==> src/rtl/vga_timing_monitor.sv <==
// VGA timing monitor: measures line/frame timing from rgb/hs/vs, declares lock, signs each frame.
// Define VGA_MON_CRC_EN for a CRC-16-CCITT frame signature instead of a 16-bit wrapping sum.
module vga_timing_monitor #(
    parameter int unsigned RGB_W       = 12,
    parameter int unsigned CNT_W       = 12,
    parameter bit          SYNC_POL    = 1'b0,
    parameter int unsigned LOCK_FRAMES = 3
) (
    input  logic             clk_i,
    input  logic             rst_ni,
    input  logic [RGB_W-1:0] vga_rgb_i,
    input  logic             vga_hs_i,
    input  logic             vga_vs_i,
    output logic [CNT_W-1:0] h_total_o,
    output logic [CNT_W-1:0] hs_width_o,
    output logic [CNT_W-1:0] v_total_o,
    output logic [CNT_W-1:0] vs_width_o,
    output logic             frame_done_o,
    output logic [15:0]      frame_sig_o,
    output logic             locked_o,
    output logic             lock_lost_o,
    output logic [7:0]       lost_cnt_o
);

    localparam logic [3:0] LockFrames = 4'(LOCK_FRAMES);
`ifdef VGA_MON_CRC_EN
    localparam logic [15:0] SigInit = 16'hFFFF;
`else
    localparam logic [15:0] SigInit = 16'h0000;
`endif

    typedef enum logic [1:0] {StSearch, StMeasure, StLocked} state_e;

    function automatic logic [15:0] sig_step(input logic [15:0] acc, input logic [RGB_W-1:0] d);
`ifdef VGA_MON_CRC_EN
        logic [15:0] c;
        c = acc;
        for (int i = RGB_W - 1; i >= 0; i--) begin
            c = {c[14:0], 1'b0} ^ ((c[15] ^ d[i]) ? 16'h1021 : 16'h0000);
        end
        return c;
`else
        return acc + 16'(d);
`endif
    endfunction

    logic [RGB_W-1:0]   r_rgb;
    logic               r_hs, r_vs, r_hs_d, r_vs_d;
    logic [CNT_W-1:0]   r_hc, r_hsw, r_vc, r_vsw;
    logic [CNT_W-1:0]   r_h_total, r_hs_width, r_v_total, r_vs_width;
    logic [15:0]        r_sig, r_frame_sig;
    logic               r_frame_done;
    state_e             r_state;
    logic [3:0]         r_match;
    logic [3*CNT_W-1:0] r_tuple;
    logic               r_locked, r_lock_lost;
    logic [7:0]         r_lost_cnt;

    logic               w_hs_edge, w_hs_trail, w_vs_edge, w_vs_trail;
    logic               w_sat, w_hs_bad, w_tuple_eq;
    logic [3*CNT_W-1:0] w_tuple;

    assign w_hs_edge  = r_hs & ~r_hs_d;
    assign w_hs_trail = ~r_hs & r_hs_d;
    assign w_vs_edge  = r_vs & ~r_vs_d;
    assign w_vs_trail = ~r_vs & r_vs_d;
    assign w_sat      = (&r_hc) | (&r_vc);
    assign w_hs_bad   = w_hs_edge & (r_hc != r_h_total);
    // Compare against the values being latched this cycle, not the stale registers.
    assign w_tuple    = {(w_hs_edge ? r_hc : r_h_total), (w_hs_trail ? r_hsw : r_hs_width), r_vc};
    assign w_tuple_eq = (w_tuple == r_tuple);

    always_ff @(posedge clk_i or negedge rst_ni) begin
        if (!rst_ni) begin
            r_rgb  <= '0;
            r_hs   <= 1'b0;
            r_vs   <= 1'b0;
            r_hs_d <= 1'b0;
            r_vs_d <= 1'b0;
        end else begin
            r_rgb  <= vga_rgb_i;
            r_hs   <= vga_hs_i ~^ SYNC_POL;
            r_vs   <= vga_vs_i ~^ SYNC_POL;
            r_hs_d <= r_hs;
            r_vs_d <= r_vs;
        end
    end

    always_ff @(posedge clk_i or negedge rst_ni) begin
        if (!rst_ni) begin
            r_hc         <= '0;
            r_hsw        <= '0;
            r_vc         <= '0;
            r_vsw        <= '0;
            r_h_total    <= '0;
            r_hs_width   <= '0;
            r_v_total    <= '0;
            r_vs_width   <= '0;
            r_sig        <= SigInit;
            r_frame_sig  <= '0;
            r_frame_done <= 1'b0;
        end else begin
            r_frame_done <= w_vs_edge;

            if (w_hs_edge) begin
                r_h_total <= r_hc;
                r_hc      <= CNT_W'(1);
            end else if (!(&r_hc)) begin
                r_hc <= r_hc + CNT_W'(1);
            end

            if (w_hs_trail) begin
                r_hs_width <= r_hsw;
                r_hsw      <= '0;
            end else if (r_hs && !(&r_hsw)) begin
                r_hsw <= r_hsw + CNT_W'(1);
            end

            // A coincident HS edge is the first line of the new frame.
            if (w_vs_edge) begin
                r_v_total <= r_vc;
                r_vc      <= w_hs_edge ? CNT_W'(1) : '0;
            end else if (w_hs_edge && !(&r_vc)) begin
                r_vc <= r_vc + CNT_W'(1);
            end

            if (w_vs_trail) begin
                r_vs_width <= r_vsw;
                r_vsw      <= '0;
            end else if (w_hs_edge && r_vs && !(&r_vsw)) begin
                r_vsw <= r_vsw + CNT_W'(1);
            end

            if (w_vs_edge) begin
                r_frame_sig <= r_sig;
                r_sig       <= sig_step(SigInit, r_rgb);
            end else begin
                r_sig <= sig_step(r_sig, r_rgb);
            end
        end
    end

    always_ff @(posedge clk_i or negedge rst_ni) begin
        if (!rst_ni) begin
            r_state     <= StSearch;
            r_match     <= '0;
            r_tuple     <= '0;
            r_locked    <= 1'b0;
            r_lock_lost <= 1'b0;
            r_lost_cnt  <= '0;
        end else begin
            r_lock_lost <= 1'b0;
            if (w_vs_edge) begin
                r_tuple <= w_tuple;
            end
            unique case (r_state)
                StSearch: begin
                    if (w_sat) begin
                        r_match <= '0;
                    end
                    if (w_vs_edge) begin
                        r_state <= StMeasure;
                        r_match <= '0;
                    end
                end
                StMeasure: begin
                    if (w_sat) begin
                        r_match <= '0;
                    end else if (w_vs_edge) begin
                        if (!w_tuple_eq) begin
                            r_match <= '0;
                        end else if (r_match + 4'd1 >= LockFrames) begin
                            r_match  <= LockFrames;
                            r_state  <= StLocked;
                            r_locked <= 1'b1;
                        end else begin
                            r_match <= r_match + 4'd1;
                        end
                    end
                end
                StLocked: begin
                    if (w_sat || w_hs_bad || (w_vs_edge && !w_tuple_eq)) begin
                        r_state     <= StMeasure;
                        r_match     <= '0;
                        r_locked    <= 1'b0;
                        r_lock_lost <= 1'b1;
                        if (r_lost_cnt != 8'hFF) begin
                            r_lost_cnt <= r_lost_cnt + 8'd1;
                        end
                    end
                end
                default: r_state <= StSearch;
            endcase
        end
    end

    assign h_total_o    = r_h_total;
    assign hs_width_o   = r_hs_width;
    assign v_total_o    = r_v_total;
    assign vs_width_o   = r_vs_width;
    assign frame_done_o = r_frame_done;
    assign frame_sig_o  = r_frame_sig;
    assign locked_o     = r_locked;
    assign lock_lost_o  = r_lock_lost;
    assign lost_cnt_o   = r_lost_cnt;

endmodule
==> config.mk <==
export PLATFORM = sky130hd
export DESIGN_NAME = vga_timing_monitor
export DESIGN_NICKNAME = d
export VERILOG_FILES = /design/src/rtl/vga_timing_monitor.sv
export SDC_FILE = /design/constraint.sdc
export NUM_CORES = 1
export LEC_CHECK = 0
export ABC_AREA = 0
export ABC_CLOCK_PERIOD_IN_PS = 4600
export CAP_MARGIN = 20
export CORE_ASPECT_RATIO = 1.4
export CORE_MARGIN = 2
export CORE_UTILIZATION = 33
export DETAILED_ROUTE_END_ITERATION = 6
export DONT_BUFFER_PORTS = 1
export GPL_TIMING_DRIVEN = 0
export PLACE_DENSITY = 0.58
export SYNTH_ARGS = -nofsm -noshare
export SYNTH_HDL_FRONTEND = slang
export SYNTH_SLANG_ARGS = --single-unit
==> constraint.sdc <==
create_clock -name clk_i -period 4.6 [get_ports clk_i]
set_input_delay 0.46 -clock clk_i [delete_from_list [all_inputs] [get_ports clk_i]]
set_output_delay 0.46 -clock clk_i [all_outputs]
set_load 0.02 [all_outputs]
==> results_dict.tcl <==
set metrics [dict create \
    via_per_inst 4.95 \
    cp_cell_sequence "buf_2 > clkbuf_1 > o211ai_1 > nor4_1 > o2111ai_1 > nand4b_1 > o2111ai_2 > nand2_2 > mux2_4" \
    r2r_cells 9 \
    tightest_slew_ps 785 \
    grt_max_degree 186 \
    cts.sinks 185 \
    numCtsBuffers 17 \
    maxCapViolCount 0 \
    die_w_um 144 \
    path_buf_inv 2 \
    fin_crit_sh 0.670 \
    clockRootBuffer "clkbuf_16" \
    r2r-end "lost_cnt_o[1]$_DFFE_PN0P_" \
    avgSynthCellArea_sq_um 9.31 \
    worst_path_max_delay_cell "clkbuf_1" \
    netlist_top_cells_count "nand2_1 (221), dfrtp_1 (185), o21ai_0 (62)" \
    yosysTopAreaCellShare 0.511 \
    drc_errors 0 \
    synthDistinctLibCells 61 \
    async_flop_share 1.00 \
    violations "hold timing" \
    synth_ff_type "dfrtp_1" \
    final_cell_area_sq_um 10100 \
    cp-end-kind "flip-flop" \
    wl_met3_um 1230 \
    cpLargestDelayFamily "simple AND/OR/NAND/NOR gates" \
    met2WireLength_um 11800 \
    gp_congestion 0.898 \
    ctsResizeCount 0 \
    yosysMostFrequentCell "nand2_1" \
    fmax_mhz 325 \
    seq_area_frac_synth 0.511 \
    routed_wl_um 23000 \
    postCtsSetupBuffers 0 \
    m1WireLength_um 9380 \
    slowest_delay_ps 430 \
    hpwl_um 16500 \
    port_buffers 0 \
    ant_nets 0 \
    r2r_setup_slack_ps 1520 \
    powerDensity_nw_per_um2 442 \
    critPathArrivalTime_ps 3410 \
    syn_to_final_growth_pct 11.5 \
    setup_violations 0 \
    yosysTopAreaCell "dfrtp_1" \
    initial_core_util 0.336 \
    grt_pass1_wl_um 36700 \
    relSlewSlack 0.474 \
    hold_violations 185 \
    min_path_type "input port to async pin" \
    p_leak_nw 4.73 \
    drt_first_pass_iters 5 \
    synthesis.nets 1008 \
    final-max-slew-violation-count 0 \
    die_area_sq_um 28800 \
    cts_buffer_depth 2 \
    routed.top_layer "met4" \
    critPathLaunchType "flip-flop" \
    synth_edf_count 0 \
    path_max_fanout 10 \
    syn-cell-area_sq_um 9050 \
    tritoncts "built" \
    num_vias 6770 \
    path_clk_slew_ps 70 \
    grt_overflow 0 \
    post-route-min-period_ps 3080 \
    io_pins 91 \
    drtIter0Drc 412 \
    r2r_start "r_hs_d$_DFF_PN0_" \
    synth_area_leaders "dfrtp_1 (51%), nand2_1 (9.2%), xor2_1 (4.6%), xnor2_1 (3.6%), o21ai_0 (3.4%)" \
    drive_gt1_frac 0.0598 \
    finalSetupTns_ps 0 \
    die_y_um 200 \
    hold_slack_ps -283 \
    rsz0062_at_grt "false" \
    critPathKind "flip-flop to flip-flop" \
    finalClockSkew_ps 18.4 \
    antenna_found_initial 0 \
    floorplan.rows 71 \
    status "finished with violations" \
    ys_seq_elements 185 \
    fp.coreArea_sq_um 26900 \
    worst_ir_drop_vdd_v 0.000241 \
    clock_latency_ps 440 \
    grt_pass1_vias 6802 \
    cp.required_ps 4930 \
    track_usage 0.168 \
    h-tree-depth 4 \
    placed_area_sq_um 9510 \
    nNetsFinal 1027 \
    netlist_instances 972 \
    diodes 0 \
    synth-warning-count 0 \
    routedWlPerCell_um 16.8 \
    fillers 2700 \
]
==> registers in the layout, summed over array words and instances, names as in the netlist, 4 cells and up <==
register and cells:
r_rgb 12, r_hsw 12, h_total_o 12, lost_cnt_o 8, r_hc 12, r_vc 12
r_sig 16, v_total_o 11, r_vsw 12, vs_width_o 12, r_match 4, frame_sig_o 16
hs_width_o 12, r_tuple 25
==> cell type report <==
class | instances | area, sq um | share of cell area
inverters | 49 | 184 | 0.0182
flip-flops and latches | 185 | 4630 | 0.459
clock inverters | 13 | 144 | 0.0143
multi-input cells | 681 | 3960 | 0.392
plain buffers | 57 | 277 | 0.0274
well taps | 365 | 457 | 0.0452
clock buffers | 19 | 443 | 0.0439
==> cells in the final DEF (no fill, tap or decap), drive strengths merged, types with 3 or more instances in the layout <==
cell type | Yosys | layout
a31oi | 19 | 19
nand3 | 16 | 16
mux2 | 3 | 3
nand3b | 3 | 3
mux2i | 13 | 13
and4 | 3 | 3
clkbuf | 38 | 57
nor3 | 9 | 9
a21o | 4 | 4
nand2 | 222 | 222
xnor2 | 37 | 37
clkinv | 1 | 8
inv | 48 | 51
ha | 19 | 19
a221oi | 3 | 3
nor4 | 9 | 9
o31ai | 4 | 4
nand4 | 15 | 15
o211ai | 5 | 5
nor2 | 59 | 59
a21oi | 39 | 39
o21a | 3 | 3
or3 | 16 | 16
nor2b | 9 | 9
dfrtp | 185 | 185
o2111ai | 5 | 5
and3 | 9 | 9
nand2b | 12 | 12
buf | 19 | 19
a211oi | 7 | 7
o22ai | 5 | 5
o21ai | 62 | 62
xor2 | 48 | 48
==> routing by layer <==
layer | vias up | GRT usage
met3 | 37 | 0.0434
met4 | 0 | 0.0664
li1 | 3304 | -
met2 | 156 | 0.293
met1 | 3273 | 0.196
met5 | - | 0
==> how the worst max path moves through the flow <==
| stage | to | from | slack [ps] | depth (start not counted) |
|---|---|---|---|---|
| final | lost_cnt_o[1]$_DFFE_PN0P_ | r_hs_d$_DFF_PN0_ | 1520 | 9 |
| after CTS | lost_cnt_o[1]$_DFFE_PN0P_ | r_hs_d$_DFF_PN0_ | 1530 | 9 |
| after global routing | r_match[0]$_DFFE_PN0P_ | r_hs_d$_DFF_PN0_ | 1300 | 9 |
| after global placement | r_match[1]$_DFFE_PN0P_ | r_hs$_DFF_PN0_ | 1560 | 9 |
| after floorplan | lost_cnt_o[1]$_DFFE_PN0P_ | r_hs_d$_DFF_PN0_ | 2150 | 9 |
| after detailed placement | lost_cnt_o[1]$_DFFE_PN0P_ | r_hs_d$_DFF_PN0_ | 1560 | 9 |
==> worst register-to-register path, delay by kind of cell, from the launching register on <==
kind                   cells  cell delay (ps)
DFF                        1              420
AOI/OAI and AO/OA          3              780
muxes                      1              310
and+or+nand+nor            3              810
buffers and inverters      2              670
==> through the flow <==
step | hold WS (ps) | std cells | utilization | total power, mW | worst slack (ps)
finish | -283 | 1369 | 0.375 | 4.46 | 1520
global route | -315 | 1369 | 0.375 | 4.74 | 1300
detailed placement | 174 | 1337 | 0.353 | 3.02 | 1560
CTS | -307 | 1369 | 0.375 | 4.52 | 1530
global placement | 173 | 1337 | 0.353 | 3.00 | 1560
floorplan | 164 | 972 | - | 2.77 | 2150
==> power by group <==
part	internal [mW]	leakage (nW)	total [mW]	switching, mW
clock network	0.821	0.288	1.47	0.654
registers	1.83	2.45	2.11	0.281
logic	0.372	1.99	0.878	0.506
==> cells by family after synthesis <==
logic type / Yosys count / share of synthesized area
AND/OR/NAND/NOR: 388 / 0.191
flip-flops: 185 / 0.511
AO/OA/AOI/OAI: 172 / 0.116
buffers and inverters: 106 / 0.0509
XOR/XNOR: 85 / 0.0823
adder cells (fa/ha/maj): 20 / 0.0285
multiplexers: 16 / 0.0199
(Power assumes the default switching activity.)
